**config.mk**
```make
export PLATFORM = sky130hd
export DESIGN_NAME = pid_controller_seq
export DESIGN_NICKNAME = d
export VERILOG_FILES = /design/src/rtl/pid_pkg.sv /design/src/rtl/pid_sat.sv /design/src/rtl/pid_controller_seq.sv
export SDC_FILE = /design/constraint.sdc
export NUM_CORES = 1
export LEC_CHECK = 0
export CAP_MARGIN = 20
export CORE_UTILIZATION = 45
export CTS_CLUSTER_DIAMETER = 150
export CTS_CLUSTER_SIZE = 12
export DETAILED_ROUTE_END_ITERATION = 8
export SYNTH_ARGS = -nofsm -noshare
export SYNTH_HDL_FRONTEND = slang
export SYNTH_SLANG_ARGS = --single-unit
```
**constraint.sdc**
```tcl
create_clock -name clk -period 10.8 [get_ports clk]
set_input_delay 2.7 -clock clk [delete_from_list [all_inputs] [get_ports clk]]
set_output_delay 2.7 -clock clk [all_outputs]
set_load 0.01 [all_outputs]
```
**src/rtl/pid_pkg.sv**
```systemverilog
// Shared FSM encoding and derived-width helpers for the sequential PID controller.
package pid_pkg;

   typedef enum logic [2:0] {
      IDLE,
      MUL_P,
      MUL_I,
      MUL_D,
      SUM,
      OUT
   } state_t;

   // Signed error: one extra bit over the unsigned sample width.
   function automatic int err_w(input int data_w);
      return data_w + 1;
   endfunction

   // Error difference e - e_prev needs one more bit than the error itself.
   function automatic int diff_w(input int data_w);
      return data_w + 2;
   endfunction

   // Headroom for p + acc + d without overflow.
   function automatic int sum_w(input int acc_w);
      return acc_w + 2;
   endfunction

endpackage

```
**src/rtl/pid_sat.sv**
```systemverilog
// Generic saturator: clamps a signed value into a signed or unsigned OUT_W-bit range.
// Combinational, no handshake.
module pid_sat #(
   parameter int IN_W       = 22,
   parameter int OUT_W      = 8,
   parameter bit SIGNED_OUT = 1'b0
) (
   input  logic signed [IN_W-1:0]  din,
   output logic        [OUT_W-1:0] dout
);

   localparam logic signed [IN_W-1:0] HI = SIGNED_OUT
      ? (IN_W'(1) <<< (OUT_W - 1)) - IN_W'(1)
      : (IN_W'(1) <<< OUT_W) - IN_W'(1);
   localparam logic signed [IN_W-1:0] LO = SIGNED_OUT
      ? -(IN_W'(1) <<< (OUT_W - 1))
      : IN_W'(0);

   always_comb begin
      dout = din[OUT_W-1:0];
      if (din > HI) begin
         dout = HI[OUT_W-1:0];
      end else if (din < LO) begin
         dout = LO[OUT_W-1:0];
      end
   end

endmodule

```
**src/rtl/pid_controller_seq.sv**
```systemverilog
// PID controller, one shared multiplier sequenced IDLE->MUL_P->MUL_I->MUL_D->SUM->OUT; optional PID_ANTIWINDUP_EN.
// Latency: out_valid is high after the 4th edge following accept (5th cycle counting the accept cycle); one sample per 6 cycles.
// Backpressure: result held in OUT until out_ready; in_ready is high only in IDLE.
module pid_controller_seq
   import pid_pkg::*;
#(
   parameter int DATA_W = 8,
   parameter int COEF_W = 8,
   parameter int FRAC_W = 4,
   parameter int ACC_W  = DATA_W + COEF_W + 4
) (
   input  logic              clk,
   input  logic              rst,
   input  logic              in_valid,
   output logic              in_ready,
   input  logic [DATA_W-1:0] setpoint,
   input  logic [DATA_W-1:0] feedback,
   input  logic [COEF_W-1:0] kp,
   input  logic [COEF_W-1:0] ki,
   input  logic [COEF_W-1:0] kd,
   input  logic              clear,
   output logic              out_valid,
   input  logic              out_ready,
   output logic [DATA_W-1:0] control_signal,
   output logic              sat_flag
);

   localparam int ERR_W  = err_w(DATA_W);
   localparam int DIFF_W = diff_w(DATA_W);
   localparam int SUM_W  = sum_w(ACC_W);
   localparam int GAIN_W = COEF_W + 1;
   localparam int PROD_W = GAIN_W + DIFF_W;

   state_t state, state_nxt;

   logic signed [ERR_W-1:0]  e_r, e_prev;
   logic        [COEF_W-1:0] kp_r, ki_r, kd_r;
   logic signed [PROD_W-1:0] p_r, ti_r, d_r;
   logic signed [ACC_W-1:0]  acc;

   logic signed [GAIN_W-1:0] mul_a;
   logic signed [DIFF_W-1:0] mul_b;
   logic signed [PROD_W-1:0] mul_p;
   logic signed [DIFF_W-1:0] e_diff;

   logic signed [ACC_W:0]    acc_sum;
   logic signed [ACC_W-1:0]  acc_n, acc_nxt;
   logic signed [SUM_W-1:0]  s, y;
   logic        [DATA_W-1:0] ctrl_c;
   logic                     sat_c;

   // FSM
   always_ff @(posedge clk or posedge rst) begin
      if (rst) begin
         state <= IDLE;
      end else begin
         state <= state_nxt;
      end
   end

   always_comb begin
      state_nxt = state;
      in_ready  = 1'b0;
      out_valid = 1'b0;
      case (state)
         IDLE: begin
            in_ready = !rst;
            if (in_valid) state_nxt = MUL_P;
         end
         MUL_P: state_nxt = MUL_I;
         MUL_I: state_nxt = MUL_D;
         MUL_D: state_nxt = SUM;
         SUM:   state_nxt = OUT;
         OUT: begin
            out_valid = 1'b1;
            if (out_ready) state_nxt = IDLE;
         end
         default: state_nxt = IDLE;
      endcase
   end

   // Single shared multiplier; gains are unsigned, so zero-extend into the signed operand.
   assign e_diff = DIFF_W'(e_r) - DIFF_W'(e_prev);

   always_comb begin
      mul_a = $signed({1'b0, kd_r});
      mul_b = e_diff;
      case (state)
         MUL_P: begin
            mul_a = $signed({1'b0, kp_r});
            mul_b = DIFF_W'(e_r);
         end
         MUL_I: begin
            mul_a = $signed({1'b0, ki_r});
            mul_b = DIFF_W'(e_r);
         end
         default: ;
      endcase
   end

   assign mul_p = PROD_W'(mul_a) * PROD_W'(mul_b);

   // Integrator update, clamped to the signed ACC_W range so it can never wrap.
   assign acc_sum = (ACC_W + 1)'(acc) + (ACC_W + 1)'(ti_r);

   pid_sat #(
      .IN_W       (ACC_W + 1),
      .OUT_W      (ACC_W),
      .SIGNED_OUT (1'b1)
   ) u_acc_sat (
      .din  (acc_sum),
      .dout (acc_n)
   );

`ifdef PID_ANTIWINDUP_EN
   logic sat_hi, sat_lo, hold;

   // Freeze integration that would push further into the last clamp direction.
   assign hold    = (sat_hi && !ti_r[PROD_W-1] && (ti_r != '0)) || (sat_lo && ti_r[PROD_W-1]);
   assign acc_nxt = hold ? acc : acc_n;

   always_ff @(posedge clk or posedge rst) begin
      if (rst) begin
         sat_hi <= 1'b0;
         sat_lo <= 1'b0;
      end else if (state == SUM) begin
         sat_hi <= sat_c && !y[SUM_W-1];
         sat_lo <= y[SUM_W-1];
      end
   end
`else
   assign acc_nxt = acc_n;
`endif

   assign s = SUM_W'(p_r) + SUM_W'(acc_nxt) + SUM_W'(d_r);
   assign y = s >>> FRAC_W;

   pid_sat #(
      .IN_W       (SUM_W),
      .OUT_W      (DATA_W),
      .SIGNED_OUT (1'b0)
   ) u_out_sat (
      .din  (y),
      .dout (ctrl_c)
   );

   assign sat_c = (y != $signed({{(SUM_W - DATA_W){1'b0}}, ctrl_c}));

   // Datapath registers
   always_ff @(posedge clk or posedge rst) begin
      if (rst) begin
         e_r            <= '0;
         e_prev         <= '0;
         kp_r           <= '0;
         ki_r           <= '0;
         kd_r           <= '0;
         p_r            <= '0;
         ti_r           <= '0;
         d_r            <= '0;
         acc            <= '0;
         control_signal <= '0;
         sat_flag       <= 1'b0;
      end else begin
         case (state)
            IDLE: begin
               if (in_valid) begin
                  e_r  <= $signed({1'b0, setpoint}) - $signed({1'b0, feedback});
                  kp_r <= kp;
                  ki_r <= ki;
                  kd_r <= kd;
               end
            end
            MUL_P: p_r  <= mul_p;
            MUL_I: ti_r <= mul_p;
            MUL_D: d_r  <= mul_p;
            SUM: begin
               acc            <= acc_nxt;
               e_prev         <= e_r;
               control_signal <= ctrl_c;
               sat_flag       <= sat_c;
            end
            default: ;
         endcase
         // clear overrides any state update; the SUM output above still used acc_nxt
         if (clear) begin
            acc    <= '0;
            e_prev <= '0;
         end
      end
   end

endmodule

```
==> results.sh <==
export IMPL_synthSimpleGateAreaFrac_pct=17.99
export IMPL_viasPerCell=5.358
export IMPL_clk_latency_ns=0.44
export IMPL_synth_seq_cells=131
export IMPL_slew_limit_headroom_pct=29.86
export IMPL_fp_coreArea_sq_mm=0.02540
export IMPL_yosys_area_share_adder_pct=25.22
export IMPL_synth_top_family_by_area="adder cells"
export IMPL_netlist_area_sq_mm=0.01178
export IMPL_gp_congestion=0.8904
export IMPL_finalMaxSlewViolations=0
export IMPL_path_class="reg2reg"
export IMPL_met2_usage_pct=41.68
export IMPL_muxShareOfSynthArea_pct=1.020
export IMPL_avgSynthCellArea_sq_um=8.388
export IMPL_synthDistinctLibCells=70
export IMPL_dp_cells=1749
export IMPL_grt_max_degree=77
export IMPL_status="complete, no violations"
export IMPL_fillers=2480
export IMPL_fin_crit_sh_pct=68.92
export IMPL_dp_hpwl_mm=22.71
export IMPL_dieArea_sq_mm=0.02682
export IMPL_fin_crit_ns=7.443
export IMPL_synth_edf_count=0
export IMPL_drive_gt1_share_pct=4.759
export IMPL_numPortBuffers=55
export IMPL_initial_core_util_pct=46.36
export IMPL_antenna_found_initial=0
export IMPL_grt_pass1_wl_mm=48.96
export IMPL_rsz0062_at_grt="no"
export IMPL_grt_use_met1_pct=29.39
export IMPL_required_ns=11.16
export IMPL_top_level_ports=56
export IMPL_critPathCaptureType="flip-flop"
export IMPL_drc_errors=0
export IMPL_postLayoutCoreUtil_pct=51.97
export IMPL_grt_total_usage_pct=23.54
export IMPL_grt_pass1_vias=9576
export IMPL_synth_xor_area_share_pct=3.347
export IMPL_wl_per_cell_um=16.61
export IMPL_cts_tree="done"
export IMPL_async_flop_share_pct=100.0
export IMPL_final_nets=1666
export IMPL_critPathLaunchType="flip-flop"
export IMPL_rows=58
export IMPL_ctsResizeCount=0
export IMPL_cts_sinks=131
export IMPL_grt_busiest_layer="met2"
export IMPL_yosysSeqAreaShare_pct=27.84
export IMPL_use_met3_pct=3.485
export IMPL_die_y_um=163.8
export IMPL_cp_max_fo=13
export IMPL_cts_hold_buffers=0
export IMPL_num_antenna_cells=0
export IMPL_max_freq_mhz=134.4
export IMPL_holdWs_ns=0.4783
export IMPL_clk_pin_slew_ns=0.07
export IMPL_antenna_left=0
export IMPL_worst_endpoint_arrival_ns=7.80
export IMPL_htreeDepth=4
export IMPL_synth_cells=1404
export IMPL_cap_violations=0
export IMPL_grt_overflow=0
export IMPL_die_width_um=163.8
export IMPL_clock_root_buffer="clkbuf_16"
export IMPL_cts_setup_buffers=0
export IMPL_vias=9538
export IMPL_clk_path_buf_depth=2
export IMPL_setup_tns_ns=0
export IMPL_finalWirelength_mm=29.57
export IMPL_synth_compound_area_share_pct=17.56
export IMPL_stdcell_count=1780
export IMPL_hp_class="reg2reg"
export IMPL_yosysWarnings=0
export IMPL_synth_main_ff_cell="dfrtp_1"
export IMPL_finalHoldViolations=0
export IMPL_max_slew_worst_pin_slew_ns=1.026
export IMPL_area_growth_pct=12.08
export IMPL_firstDrtPassIters=7
export IMPL_syn_nets=1632
export IMPL_drtIter0Drc=518
export IMPL_setup_viol=0
export IMPL_cts_buffers=17
export IMPL_clock_skew_ns=0.01995
-- layer usage --
metal / wire length, um / part of all wire [%] / vias up
li1: - / - / 4753
met1: 13410 / 45 / 4566
met2: 14760 / 50 / 178
met3: 812 / 2.7 / 41
met4: 586 / 2.0 / 0
met5: 0 / 0 / -
-- area by class of cell --
cell class	count	area (sq um)	area share (%)
multi-input cells	1053	7677	58.17
flip-flops and latches	131	3278	24.84
inverters	170	643.1	4.873
repair buffers	65	620.6	4.702
clock buffers	19	442.9	3.356
well taps	330	412.9	3.128
clock inverters	12	123.9	0.9385
-- metrics by stage --
step	setup slack, ns	instance area (sq um)
6_report	3.357	13200
5_1_grt	2.450	13200
4_1_cts	3.298	13200
3_5_place_dp	3.355	12630
3_3_place_gp	3.423	12630
2_1_floorplan	4.378	11780
-- placed cells by master, fill, tap and decap left out, types with 8 or more instances in the layout --
master / Yosys / routed
o21ai_0: 85 / 85
buf_4: 0 / 10
clkbuf_16: 0 / 17
dfrtp_1: 131 / 131
nor3_1: 23 / 23
nand2b_1: 13 / 13
inv_1: 170 / 169
o31ai_1: 8 / 8
a211oi_1: 11 / 11
fa_1: 88 / 88
xnor2_1: 26 / 26
nand2_1: 254 / 254
a21o_1: 24 / 24
o21a_1: 11 / 11
and3_1: 8 / 8
o211ai_1: 13 / 13
xor2_1: 19 / 19
nor2_1: 122 / 122
ha_1: 95 / 95
a21oi_1: 94 / 94
clkdlybuf4s50_1: 0 / 54
a31oi_1: 15 / 15
nand3_1: 17 / 17
-- flip-flops by register name (all words and copies together), names as in the netlist --
register	flops
kd_r	8
sat_flag	1
acc	20
e_r	9
control_signal	8
ti_r	19
d_r	19
p_r	19
kp_r	8
state	3
e_prev	9
ki_r	8
-- critical path, cell delays in order, from the launching register on --
cell	delay (ns)
dfrtp_1	0.51
nor3b_2	0.73
buf_4	0.31
nor2_1	0.07
inv_1	0.32
nor2_1	0.09
a21oi_1	0.37
nor2_1	0.11
fa_1	0.53
inv_1	0.06
fa_1	0.49
inv_1	0.04
ha_1	0.26
inv_1	0.05
fa_1	0.59
inv_1	0.06
ha_1	0.29
a21o_1	0.16
a21oi_1	0.21
o21ai_0	0.11
a21oi_1	0.21
o21ai_0	0.12
a21oi_1	0.26
o21ai_0	0.16
a2111oi_0	0.86
o21ai_0	0.23
nand3_1	0.12
-- logic make-up (layout without fill, tap and decap cells) --
logic type                 after synthesis  after routing
AOI/OAI and AO/OA                      322            322
adders and majority gates              185            185
DFF                                    131            131
muxes                                   11             11
and+or+nand+nor                        490            490
xor gates and xnor gates                45             45
buffers and inverters                  220            266
-- synth_stat cells (all sizes together), types with 12 or more instances --
library cell  number  area, sq um
o21ai             87        435.4
dfrtp            131         3278
nor3              23        115.1
a211oi            12        95.09
nand2b            13        81.33
o211ai            13        97.59
a21o              26        197.7
ha                95         1189
fa                88         1762
inv              170        638.1
xor2              19        166.4
clkbuf            39        146.4
xnor2             26        227.7
a21oi             96        495.5
nor2             122        457.9
nand3             17        85.08
nand2            254        953.4
a31oi             16        115.1
-- final timing paths --
kind,startpoint,end,slack (ns),cells past startpoint
max,state[1]$_DFFE_PP0P_,ti_r[17]$_DFFE_PP0N_,3.36,26
min,kp_r[7]$_DFFE_PP0P_,kp_r[7]$_DFFE_PP0P_,0.48,2
max reg2reg,state[1]$_DFFE_PP0P_,ti_r[17]$_DFFE_PP0N_,3.36,26
min reg2reg,kp_r[7]$_DFFE_PP0P_,kp_r[7]$_DFFE_PP0P_,0.48,2
max in group asynchronous,rst,p_r[6]$_DFFE_PP0N_,6.78,3
min in group asynchronous,rst,kd_r[0]$_DFFE_PP0P_,2.79,2
Power is not shown: default switching activity piles up to over one toggle a cycle in this logic, so the estimate is an artifact.
